--- config.mk ---
export PLATFORM = sky130hd
export DESIGN_NAME = pipelined_alu
export DESIGN_NICKNAME = d
export VERILOG_FILES = /design/src/rtl/pipelined_alu.sv
export SDC_FILE = /design/constraint.sdc
export NUM_CORES = 1
export LEC_CHECK = 0
export ABC_AREA = 1
export BUFFER_PORTS_ARGS = -buffer_cell sky130_fd_sc_hd__buf_4
export CORE_MARGIN = 8
export CORE_UTILIZATION = 60
export CTS_CLUSTER_DIAMETER = 50
export DETAILED_ROUTE_END_ITERATION = 10
export GPL_ROUTABILITY_DRIVEN = 0
export PLACE_DENSITY_LB_ADDON = 0.08
export SYNTH_ARGS = -nofsm -noshare
export SYNTH_HDL_FRONTEND = slang
export SYNTH_SLANG_ARGS = --single-unit
export TNS_END_PERCENT = 100
--- constraint.sdc ---
create_clock -name clk -period 2.9 [get_ports clk]
set_clock_uncertainty 0.15 [all_clocks]
set_input_delay 0.29 -clock clk [delete_from_list [all_inputs] [get_ports clk]]
set_output_delay 0.29 -clock clk [all_outputs]
set_load 0.03 [all_outputs]
--- src/rtl/pipelined_alu.sv ---
// Two-stage pipelined ALU with valid/ready handshake, registered flags and a chained carry.
// Optional saturating add/sub (SADD/SSUB) is built only when ALU_SAT_EN is defined.
module pipelined_alu #(
    parameter int WIDTH = 8
) (
    input  logic             clk,
    input  logic             rst,
    input  logic             in_valid,
    output logic             in_ready,
    input  logic [WIDTH-1:0] A,
    input  logic [WIDTH-1:0] B,
    input  logic [3:0]       sel,
    output logic             out_valid,
    input  logic             out_ready,
    output logic [WIDTH-1:0] result,
    output logic             carry_out,
    output logic             zero,
    output logic             negative,
    output logic             overflow,
    output logic             err
);
    localparam int MSB = WIDTH - 1;

    typedef enum logic [3:0] {
        OP_ADD  = 4'b0000,
        OP_SUB  = 4'b0001,
        OP_AND  = 4'b0010,
        OP_OR   = 4'b0011,
        OP_XOR  = 4'b0100,
        OP_NOT  = 4'b0101,
        OP_ADC  = 4'b0110,
        OP_SBB  = 4'b0111,
        OP_SHL  = 4'b1000,
        OP_SHR  = 4'b1001,
        OP_PASS = 4'b1010,
        OP_CMP  = 4'b1011,
        OP_SADD = 4'b1100,
        OP_SSUB = 4'b1101
    } op_t;

    logic             advance;
    logic             s1_valid;
    logic [WIDTH-1:0] s1_a;
    logic [WIDTH-1:0] s1_b;
    logic [3:0]       s1_sel;
    logic             c_reg;

    logic [WIDTH:0]   add_w;
    logic [WIDTH:0]   sub_w;
    logic [WIDTH:0]   adc_w;
    logic [WIDTH:0]   sbb_w;
    logic [WIDTH-1:0] flag_w;
    logic [WIDTH-1:0] nx_result;
    logic             nx_carry;
    logic             nx_zero;
    logic             nx_negative;
    logic             nx_overflow;
    logic             nx_err;

    assign advance  = !out_valid || out_ready;
    assign in_ready = advance;

    // ADC/SBB take c_reg here, which already holds the carry of the op just ahead.
    always_comb begin
        add_w       = {1'b0, s1_a} + {1'b0, s1_b};
        sub_w       = {1'b0, s1_a} - {1'b0, s1_b};
        adc_w       = add_w + {{WIDTH{1'b0}}, c_reg};
        sbb_w       = sub_w - {{WIDTH{1'b0}}, c_reg};
        nx_result   = '0;
        nx_carry    = 1'b0;
        nx_overflow = 1'b0;
        nx_err      = 1'b0;
        case (s1_sel)
            OP_ADD: begin
                nx_result   = add_w[MSB:0];
                nx_carry    = add_w[WIDTH];
                nx_overflow = (s1_a[MSB] == s1_b[MSB]) && (add_w[MSB] != s1_a[MSB]);
            end
            OP_SUB: begin
                nx_result   = sub_w[MSB:0];
                nx_carry    = sub_w[WIDTH];
                nx_overflow = (s1_a[MSB] != s1_b[MSB]) && (sub_w[MSB] != s1_a[MSB]);
            end
            OP_AND:  nx_result = s1_a & s1_b;
            OP_OR:   nx_result = s1_a | s1_b;
            OP_XOR:  nx_result = s1_a ^ s1_b;
            OP_NOT:  nx_result = ~s1_a;
            OP_ADC: begin
                nx_result   = adc_w[MSB:0];
                nx_carry    = adc_w[WIDTH];
                nx_overflow = (s1_a[MSB] == s1_b[MSB]) && (adc_w[MSB] != s1_a[MSB]);
            end
            OP_SBB: begin
                nx_result   = sbb_w[MSB:0];
                nx_carry    = sbb_w[WIDTH];
                nx_overflow = (s1_a[MSB] != s1_b[MSB]) && (sbb_w[MSB] != s1_a[MSB]);
            end
            OP_SHL: begin
                nx_result = {s1_a[MSB-1:0], 1'b0};
                nx_carry  = s1_a[MSB];
            end
            OP_SHR: begin
                nx_result = {1'b0, s1_a[MSB:1]};
                nx_carry  = s1_a[0];
            end
            OP_PASS: nx_result = s1_b;
            OP_CMP: begin
                nx_result   = s1_a;
                nx_carry    = sub_w[WIDTH];
                nx_overflow = (s1_a[MSB] != s1_b[MSB]) && (sub_w[MSB] != s1_a[MSB]);
            end
`ifdef ALU_SAT_EN
            OP_SADD: begin
                nx_result = add_w[WIDTH] ? {WIDTH{1'b1}} : add_w[MSB:0];
                nx_carry  = add_w[WIDTH];
            end
            OP_SSUB: begin
                nx_result = sub_w[WIDTH] ? {WIDTH{1'b0}} : sub_w[MSB:0];
                nx_carry  = sub_w[WIDTH];
            end
`endif
            default: nx_err = 1'b1;
        endcase
        // CMP reports the flags of A-B while passing A through as the result.
        flag_w      = (s1_sel == OP_CMP) ? sub_w[MSB:0] : nx_result;
        nx_zero     = (flag_w == '0);
        nx_negative = flag_w[MSB];
    end

    always_ff @(posedge clk) begin
        if (rst) begin
            s1_valid  <= 1'b0;
            s1_a      <= '0;
            s1_b      <= '0;
            s1_sel    <= '0;
            out_valid <= 1'b0;
            c_reg     <= 1'b0;
            result    <= '0;
            carry_out <= 1'b0;
            zero      <= 1'b0;
            negative  <= 1'b0;
            overflow  <= 1'b0;
            err       <= 1'b0;
        end else if (advance) begin
            s1_valid  <= in_valid;
            if (in_valid) begin
                s1_a   <= A;
                s1_b   <= B;
                s1_sel <= sel;
            end
            out_valid <= s1_valid;
            // Bubbles leave the stored carry and the last flags untouched.
            if (s1_valid) begin
                result    <= nx_result;
                carry_out <= nx_carry;
                zero      <= nx_zero;
                negative  <= nx_negative;
                overflow  <= nx_overflow;
                err       <= nx_err;
                c_reg     <= nx_carry;
            end
        end
    end
endmodule

==> metrics.txt, run 1 <==
# TYPE chip_impl_metric gauge
chip_impl_info{name="worst_hold_startpoint",value="rst"} 1
chip_impl_metric{name="dr.pass1.iters",unit=""} 6
chip_impl_metric{name="design.final.nets",unit=""} 678
chip_impl_metric{name="total_power",unit="mW"} 1.675
chip_impl_info{name="cts_tree",value="yes"} 1
chip_impl_metric{name="global_route_wire_length_before_repair",unit="mm"} 17.31
chip_impl_info{name="setup.worst_path.end_class",value="register"} 1
chip_impl_metric{name="boundaryPins",unit=""} 39
chip_impl_info{name="rsz0062_at_grt",value="true"} 1
chip_impl_metric{name="maximum_level_of_the_cts_h_tree",unit=""} 2
chip_impl_metric{name="yosys_register_bits",unit=""} 35
chip_impl_metric{name="ir_worst_vdd",unit="V"} 0.0004050
chip_impl_metric{name="drv_slew",unit=""} 0
chip_impl_info{name="reg.largest.list",value="result (8), s1_a (8), s1_b (8)"} 1
chip_impl_metric{name="routedWlPerCell",unit="um"} 15.63
chip_impl_metric{name="drive_gt1_frac",unit=""} 0.1520
chip_impl_metric{name="synth_cell_types",unit=""} 28
chip_impl_metric{name="reg2reg_setup_slack",unit="ps"} 50
chip_impl_metric{name="power.switching",unit="uW"} 740.7
chip_impl_metric{name="post_synth.cell_area_avg",unit="um^2"} 5.878
chip_impl_metric{name="total_leakage_power",unit="nW"} 1.922
chip_impl_info{name="cts-root-buf",value="sky130_fd_sc_hd__clkbuf_8"} 1
chip_impl_metric{name="hold_path_depth",unit=""} 2
chip_impl_metric{name="post-cts-setup-buffer-count",unit=""} 0
chip_impl_metric{name="pwr-share-comb",unit=""} 0.461
chip_impl_metric{name="synth.cell_area",unit="mm^2"} 0.003445
chip_impl_metric{name="power-per-cell-area",unit="mW/mm^2"} 427.8
chip_impl_metric{name="fillerInstances",unit=""} 534
chip_impl_metric{name="estimated_wirelength_of_the_detail_placed_design",unit="mm"} 8.501
chip_impl_metric{name="pwr-share-clk",unit=""} 0.211
chip_impl_metric{name="hold_violations",unit=""} 0
chip_impl_metric{name="clock_tree.buffer_depth",unit=""} 2
chip_impl_metric{name="route.final.wire_length",unit="mm"} 10.89
chip_impl_info{name="worst_hold_path.endpoint",value="out_valid$_SDFFE_PP0N_"} 1
chip_impl_metric{name="die_width",unit="um"} 91.77
chip_impl_metric{name="core-area",unit="mm^2"} 0.005540
chip_impl_metric{name="setup_violations",unit=""} 0
chip_impl_metric{name="cts_inserted_buffers",unit=""} 5
chip_impl_info{name="mostFrequentLayoutCells",value="sky130_fd_sc_hd__nand2_1 (168), sky130_fd_sc_hd__inv_1 (67), sky130_fd_sc_hd__nand3_1 (63), sky130_fd_sc_hd__nor2_1 (57), sky130_fd_sc_hd__buf_4 (45)"} 1
chip_impl_info{name="timing.setup.critical_path_class",value="register to register"} 1
chip_impl_metric{name="share_seq_of_total_power",unit=""} 0.328
chip_impl_info{name="layout_commonest_cell",value="sky130_fd_sc_hd__nand2_1"} 1
chip_impl_metric{name="arrival",unit="ps"} 2930
chip_impl_metric{name="grt_pass1_vias",unit=""} 3757
chip_impl_metric{name="io_buffer_count",unit=""} 38
chip_impl_metric{name="final_min_period_over_clock_period",unit=""} 0.9824
chip_impl_metric{name="die_area",unit="mm^2"} 0.008422
chip_impl_metric{name="synth.yosys.seq_area_share",unit=""} 0.2034
chip_impl_info{name="status",value="finished clean"} 1
chip_impl_info{name="crit_reg_reg_startpoint",value="s1_b[1]$_SDFFE_PP0P_"} 1
chip_impl_metric{name="detailedRoute.firstIterationViolations",unit=""} 383
chip_impl_metric{name="route.detailed.drc",unit=""} 0
chip_impl_metric{name="initial_utilization",unit=""} 0.6217
chip_impl_metric{name="netSwitchingFraction",unit=""} 0.4423
chip_impl_metric{name="holdWs",unit="ps"} 52.20
chip_impl_metric{name="die-height",unit="um"} 91.77
chip_impl_metric{name="asr_flop_ratio_synth",unit=""} 0
chip_impl_metric{name="clkTransAtPathRegs",unit="ps"} 70
chip_impl_metric{name="antenna_found_initial",unit=""} 0
chip_impl_metric{name="setup-tns-final",unit="ps"} 0
chip_impl_metric{name="crit_fanout",unit=""} 4
chip_impl_metric{name="globalRouteOverflowTotal",unit=""} 0
chip_impl_info{name="hp-class",value="input pin to register"} 1
chip_impl_metric{name="r2r.worst_path.cells",unit=""} 15
chip_impl_metric{name="p_int",unit="uW"} 933.9
chip_impl_metric{name="synth-edff-count",unit=""} 0
chip_impl_metric{name="number_of_diodes",unit=""} 0
chip_impl_metric{name="num_rows",unit=""} 27
chip_impl_metric{name="fmaxAchievable",unit="MHz"} 351.0
chip_impl_metric{name="worst_ep_required_time",unit="ps"} 2980
chip_impl_metric{name="synth.net_count",unit=""} 640
chip_impl_metric{name="final_antenna_net_count",unit=""} 0
chip_impl_metric{name="grt_start_max_net_pins",unit=""} 42
chip_impl_metric{name="max_cap_violations",unit=""} 0
chip_impl_metric{name="clock_latency",unit="ps"} 290
chip_impl_info{name="worstSetupStartpointType",value="register"} 1
chip_impl_metric{name="syn_inst",unit=""} 586
chip_impl_metric{name="hold_buffers",unit=""} 0
chip_impl_metric{name="area.growth.synth_to_final",unit="%"} 13.66
chip_impl_metric{name="routed-via-count",unit=""} 4118
chip_impl_metric{name="worst-slew-pin-transition",unit="ps"} 713.1
chip_impl_metric{name="viasPerCell",unit=""} 5.908
chip_impl_metric{name="clock-sinks",unit=""} 35
chip_impl_metric{name="finalCriticalPeriod",unit="ps"} 2849
chip_impl_info{name="synthFlopType",value="sky130_fd_sc_hd__dfxtp_1"} 1
chip_impl_metric{name="worst_slew_margin_rel",unit=""} 0.5241
chip_impl_info{name="timing.rr.end",value="zero$_SDFFE_PP0P_"} 1
chip_impl_metric{name="grtUsageTotal",unit=""} 0.2484
chip_impl_metric{name="yosysWarningCount",unit=""} 0
[cell usage after synthesis (5+ instances only)]
| cell | n | area (um^2) |
|---|---|---|
| sky130_fd_sc_hd__nand2_1 | 168 | 630.6 |
| sky130_fd_sc_hd__inv_1 | 70 | 262.8 |
| sky130_fd_sc_hd__nand3_1 | 64 | 320.3 |
| sky130_fd_sc_hd__nor2_1 | 61 | 229.0 |
| sky130_fd_sc_hd__a21oi_1 | 43 | 215.2 |
| sky130_fd_sc_hd__o21ai_0 | 38 | 190.2 |
| sky130_fd_sc_hd__dfxtp_1 | 35 | 700.7 |
| sky130_fd_sc_hd__ha_1 | 28 | 350.3 |
| sky130_fd_sc_hd__nand4_1 | 14 | 87.58 |
| sky130_fd_sc_hd__nand2_2 | 10 | 62.56 |
| sky130_fd_sc_hd__nor2_2 | 7 | 43.79 |
| sky130_fd_sc_hd__clkbuf_1 | 6 | 22.52 |
| sky130_fd_sc_hd__o211ai_1 | 6 | 45.04 |
| sky130_fd_sc_hd__inv_2 | 5 | 18.77 |
| sky130_fd_sc_hd__o2111ai_1 | 5 | 43.79 |
[metrics by stage]
step	utilization	std cells	worst slack, ps	instance area [um^2]
floorplan	-	586	416.5	3445
global placement	0.6827	689	65.99	3782
detailed placement	0.6827	689	20.76	3782
CTS	0.6981	697	1.165	3867
global route	0.7066	697	-81.25	3915
finish	0.7066	697	51.00	3915
[kinds of logic (layout without fill, tap and decap cells)]
family / count (synthesis) / after routing / synth area share
buffers and inverters: 90 / 129 / 0.1097
and+or+nand+nor: 332 / 332 / 0.4166
adders and majority gates: 30 / 30 / 0.1133
AOI/OAI and AO/OA: 99 / 99 / 0.1569
DFF: 35 / 35 / 0.2034
[worst max-delay path, stage by stage, from the launching register on]
cell                       delay [ps]
sky130_fd_sc_hd__dfxtp_1          430
sky130_fd_sc_hd__inv_1            160
sky130_fd_sc_hd__fa_1             450
sky130_fd_sc_hd__inv_1            120
sky130_fd_sc_hd__nand2_1           90
sky130_fd_sc_hd__nand2_1          150
sky130_fd_sc_hd__nor2_1            50
sky130_fd_sc_hd__a21oi_1          230
sky130_fd_sc_hd__o211ai_1         160
sky130_fd_sc_hd__nor2_2           240
sky130_fd_sc_hd__nand3_1          100
sky130_fd_sc_hd__nor2_1            90
sky130_fd_sc_hd__nand3_1           90
sky130_fd_sc_hd__nand2_1           70
sky130_fd_sc_hd__nand3_1           70
sky130_fd_sc_hd__a21oi_1          120
[what timing repair did]
| action | in CTS | in global routing |
|---|---|---|
| setup endpoints to repair | 0 | 4 |
| resized for setup | 0 | 18 |
| hold endpoints to repair | 0 | 0 |
[routing by layer]
metal	vias up	wire, um	share of wire	track usage
met1	1839	4429	0.41	0.3017
met3	44	1067	0.098	0.06357
met5	-	0	0	0
met4	0	419	0.038	0.1262
met2	253	4975	0.46	0.3974
li1	1982	-	-	-
[how the worst max path moves through the flow]
stage | from | endpoint | cells after the start
finish | s1_b[1]$_SDFFE_PP0P_ | zero$_SDFFE_PP0P_ | 15
global route | s1_a[0]$_SDFFE_PP0P_ | zero$_SDFFE_PP0P_ | 16
CTS | s1_b[0]$_SDFFE_PP0P_ | zero$_SDFFE_PP0P_ | 16
detailed placement | s1_b[0]$_SDFFE_PP0P_ | zero$_SDFFE_PP0P_ | 16
global placement | s1_a[0]$_SDFFE_PP0P_ | zero$_SDFFE_PP0P_ | 17
floorplan | s1_b[0]$_SDFFE_PP0P_ | c_reg$_SDFFE_PP0P_ | 16
[power groups by stage]
stage	clock, mW	sequential (mW)	combinational, mW
floorplan	0	0.583	0.507
global placement	0	0.556	0.715
detailed placement	0	0.558	0.730
CTS	0.358	0.547	0.733
global route	0.379	0.553	0.846
finish	0.354	0.549	0.772
[final cells by class]
type,instances,area (um^2),share of cell area
multi-input cells,461,2411,0.6159
flip-flops and latches,35,703.2,0.1796
repair buffers,45,337.8,0.08629
inverters,76,287.8,0.07351
well taps,72,90.09,0.02301
clock buffers,6,72.57,0.01854
clock inverters,2,12.51,0.003196
Power figures use the tool's default switching activity.
==> run 2, diff against run 1 <==
--- a/config.mk
+++ b/config.mk
@@ -7,6 +7,7 @@
 export LEC_CHECK = 0
 export ABC_AREA = 1
 export BUFFER_PORTS_ARGS = -buffer_cell sky130_fd_sc_hd__buf_4
+export CORE_ASPECT_RATIO = 0.5
 export CORE_MARGIN = 8
 export CORE_UTILIZATION = 60
 export CTS_CLUSTER_DIAMETER = 50
==> run 2 against run 1 <==
Compared with the run above:
- highest routed layer unchanged
- cell count grew 1.9%
- first-iteration DRC count grew 85%
- setup slack gained 69 ps
- largest cell class unchanged
==> metrics.txt, run 2 (synthesized netlist as in run 1, its figures left out) <==
# TYPE chip_impl_metric gauge
chip_impl_metric{name="viasPerCell",unit=""} 5.994
chip_impl_metric{name="number_of_diodes",unit=""} 0
chip_impl_info{name="hp-class",value="input pin to register"} 1
chip_impl_metric{name="final_antenna_net_count",unit=""} 0
chip_impl_metric{name="timing.critical_path.buf_inv",unit=""} 3
chip_impl_metric{name="r2r.worst_path.cells",unit=""} 17
chip_impl_metric{name="design.final.nets",unit=""} 690
chip_impl_metric{name="antenna_found_initial",unit=""} 0
chip_impl_metric{name="ir_worst_vdd",unit="V"} 0.0003392
chip_impl_info{name="path_delay_family",value="simple AND/OR/NAND/NOR gates"} 1
chip_impl_metric{name="route.detailed.drc",unit=""} 0
chip_impl_metric{name="placedCellCount",unit=""} 701
chip_impl_info{name="layout_commonest_cell",value="sky130_fd_sc_hd__nand2_1"} 1
chip_impl_metric{name="clkTransAtPathRegs",unit="ps"} 60
chip_impl_metric{name="fin_cells",unit=""} 710
chip_impl_metric{name="worst-slew-pin-transition",unit="ps"} 790.6
chip_impl_metric{name="route.final.wire_length",unit="mm"} 11.66
chip_impl_metric{name="hold_path_depth",unit=""} 2
chip_impl_info{name="rsz0062_at_grt",value="true"} 1
chip_impl_metric{name="maximum_level_of_the_cts_h_tree",unit=""} 2
chip_impl_metric{name="dr.pass1.iters",unit=""} 7
chip_impl_metric{name="grtUsageTotal",unit=""} 0.2713
chip_impl_info{name="worstSetupStartpoint",value="s1_a[0]$_SDFFE_PP0P_"} 1
chip_impl_metric{name="arrival",unit="ps"} 2850
chip_impl_metric{name="setup-tns-final",unit="ps"} 0
chip_impl_metric{name="critPathMaxStageDelay",unit="ps"} 410
chip_impl_metric{name="core-area",unit="mm^2"} 0.005515
chip_impl_metric{name="io_buffer_count",unit=""} 38
chip_impl_metric{name="global_route_wire_length_before_repair",unit="mm"} 18.56
chip_impl_metric{name="crit_fanout",unit=""} 4
chip_impl_metric{name="num_rows",unit=""} 19
chip_impl_metric{name="finalCriticalPeriod",unit="ps"} 2780
chip_impl_info{name="setup.worst_path.end_class",value="register"} 1
chip_impl_info{name="reg.largest.list",value="result (8), s1_a (8), s1_b (8)"} 1
chip_impl_metric{name="initial_utilization",unit=""} 0.6245
chip_impl_metric{name="power-per-cell-area",unit="mW/mm^2"} 489.5
chip_impl_info{name="mostFrequentLayoutCells",value="sky130_fd_sc_hd__nand2_1 (167), sky130_fd_sc_hd__inv_1 (67), sky130_fd_sc_hd__nand3_1 (61), sky130_fd_sc_hd__nor2_1 (58), sky130_fd_sc_hd__buf_4 (57)"} 1
chip_impl_metric{name="area.growth.synth_to_final",unit="%"} 19.14
chip_impl_metric{name="clock_latency",unit="ps"} 290
chip_impl_info{name="crit_reg_reg_startpoint",value="s1_a[0]$_SDFFE_PP0P_"} 1
chip_impl_metric{name="grt_pass1_vias",unit=""} 3793
chip_impl_metric{name="grt_start_max_net_pins",unit=""} 42
chip_impl_metric{name="worstSetupPathDepth",unit=""} 17
chip_impl_metric{name="estimated_wirelength_of_the_detail_placed_design",unit="mm"} 8.818
chip_impl_metric{name="worst_ep_required_time",unit="ps"} 2970
chip_impl_info{name="timing.critical_path.slowest_stage_cell",value="sky130_fd_sc_hd__fa_1"} 1
chip_impl_metric{name="hold_buffers",unit=""} 0
chip_impl_metric{name="clock-sinks",unit=""} 35
chip_impl_metric{name="drv_slew",unit=""} 0
chip_impl_metric{name="die-height",unit="um"} 69.58
chip_impl_metric{name="worst_slew_margin_rel",unit=""} 0.4710
chip_impl_metric{name="die_width",unit="um"} 123.2
chip_impl_metric{name="die_area",unit="mm^2"} 0.008569
chip_impl_metric{name="total_leakage_power",unit="nW"} 2.029
chip_impl_metric{name="drive_gt1_frac",unit=""} 0.1743
chip_impl_metric{name="boundaryPins",unit=""} 39
chip_impl_metric{name="routed-via-count",unit=""} 4256
chip_impl_metric{name="final_min_period_over_clock_period",unit=""} 0.9586
chip_impl_metric{name="routedWlPerCell",unit="um"} 16.43
chip_impl_metric{name="max_cap_violations",unit=""} 0
chip_impl_info{name="timing.rr.end",value="zero$_SDFFE_PP0P_"} 1
chip_impl_info{name="timing.critical_path.cells",value="ha_1, inv_1, fa_1, inv_2, ha_1, nand3_1, inv_1, nand3_2, nor2_4, nand3_1, nand3_1, nand2_1, nor2_2, nand3_1, nand2_1, nand3_1, a21oi_1"} 1
chip_impl_info{name="cts-root-buf",value="sky130_fd_sc_hd__clkbuf_16"} 1
chip_impl_metric{name="detailedRoute.firstIterationViolations",unit=""} 710
chip_impl_info{name="cts_tree",value="yes"} 1
chip_impl_info{name="setup.worst_path.end",value="zero$_SDFFE_PP0P_"} 1
chip_impl_metric{name="cts_inserted_buffers",unit=""} 5
chip_impl_metric{name="clock_tree.buffer_depth",unit=""} 2
chip_impl_metric{name="reg2reg_setup_slack",unit="ps"} 120
chip_impl_info{name="worstSetupStartpointType",value="register"} 1
chip_impl_metric{name="fmaxAchievable",unit="MHz"} 359.7
chip_impl_metric{name="hold_violations",unit=""} 0
chip_impl_info{name="timing.setup.critical_path_class",value="register to register"} 1
chip_impl_info{name="path_common_cell",value="sky130_fd_sc_hd__nand3_1"} 1
chip_impl_info{name="status",value="finished clean"} 1
chip_impl_metric{name="globalRouteOverflowTotal",unit=""} 0
chip_impl_metric{name="setup_violations",unit=""} 0
[run 2: how the worst min path moves through the flow]
| stage | startpoint | end |
|---|---|---|
| after floorplan | rst | c_reg$_SDFFE_PP0P_ |
| after global placement | s1_valid$_SDFFE_PP0N_ | s1_valid$_SDFFE_PP0N_ |
| after detailed placement | s1_valid$_SDFFE_PP0N_ | s1_valid$_SDFFE_PP0N_ |
| after CTS | rst | c_reg$_SDFFE_PP0P_ |
| after global routing | rst | zero$_SDFFE_PP0P_ |
| final | rst | c_reg$_SDFFE_PP0P_ |
[run 2: metrics by stage]
stage / area (um^2) / hold WS (ps) / worst slack (ps) / utilization / power [mW]
detailed placement: 3866 / 302.0 / 39.65 / 0.7010 / 1.306
CTS: 4044 / 60.35 / 41.11 / 0.7332 / 1.959
global placement: 3866 / 305.4 / 114.2 / 0.7010 / 1.298
finish: 4104 / 64.73 / 120.1 / 0.7441 / 2.009
global route: 4104 / 77.58 / -38.52 / 0.7441 / 2.108
floorplan: 3445 / 209.1 / 416.5 / - / 1.090
[run 2: cell type report]
class                   count  area (um^2)
flip-flops and latches     35        708.2
multi-input cells         461         2416
clock inverters             3        47.55
clock buffers               5        125.1
well taps                  73        91.34
inverters                  76        287.8
fillers                   490         1411
repair buffers             57        427.9
[run 2: worst register-to-register path: cells and delay by family (launching register included)]
kind                       cells  cell delay (ps)
AOI/OAI and AO/OA              1              130
adders and majority gates      3              780
buffers and inverters          3              230
DFF                            1              360
and+or+nand+nor               10             1060
[run 2: repair_timing]
action	in CTS	in global routing
pin swaps	0	6
setup endpoints to repair	1	4
setup buffers	0	1
resized for setup	1	21
cloned	0	0
[run 2: power breakdown]
part | internal [mW] | switching (mW)
sequential | 0.518 | 0.0308
combinational | 0.271 | 0.533
clock | 0.411 | 0.245
total | 1.20 | 0.809
[run 2: per-layer routing]
metal,global-route usage,share of wire,vias to the layer above
li1,-,-,2010
met4,0.07947,0.024,0
met2,0.3689,0.39,304
met1,0.3873,0.44,1902
met3,0.09180,0.15,40
met5,0,0,-
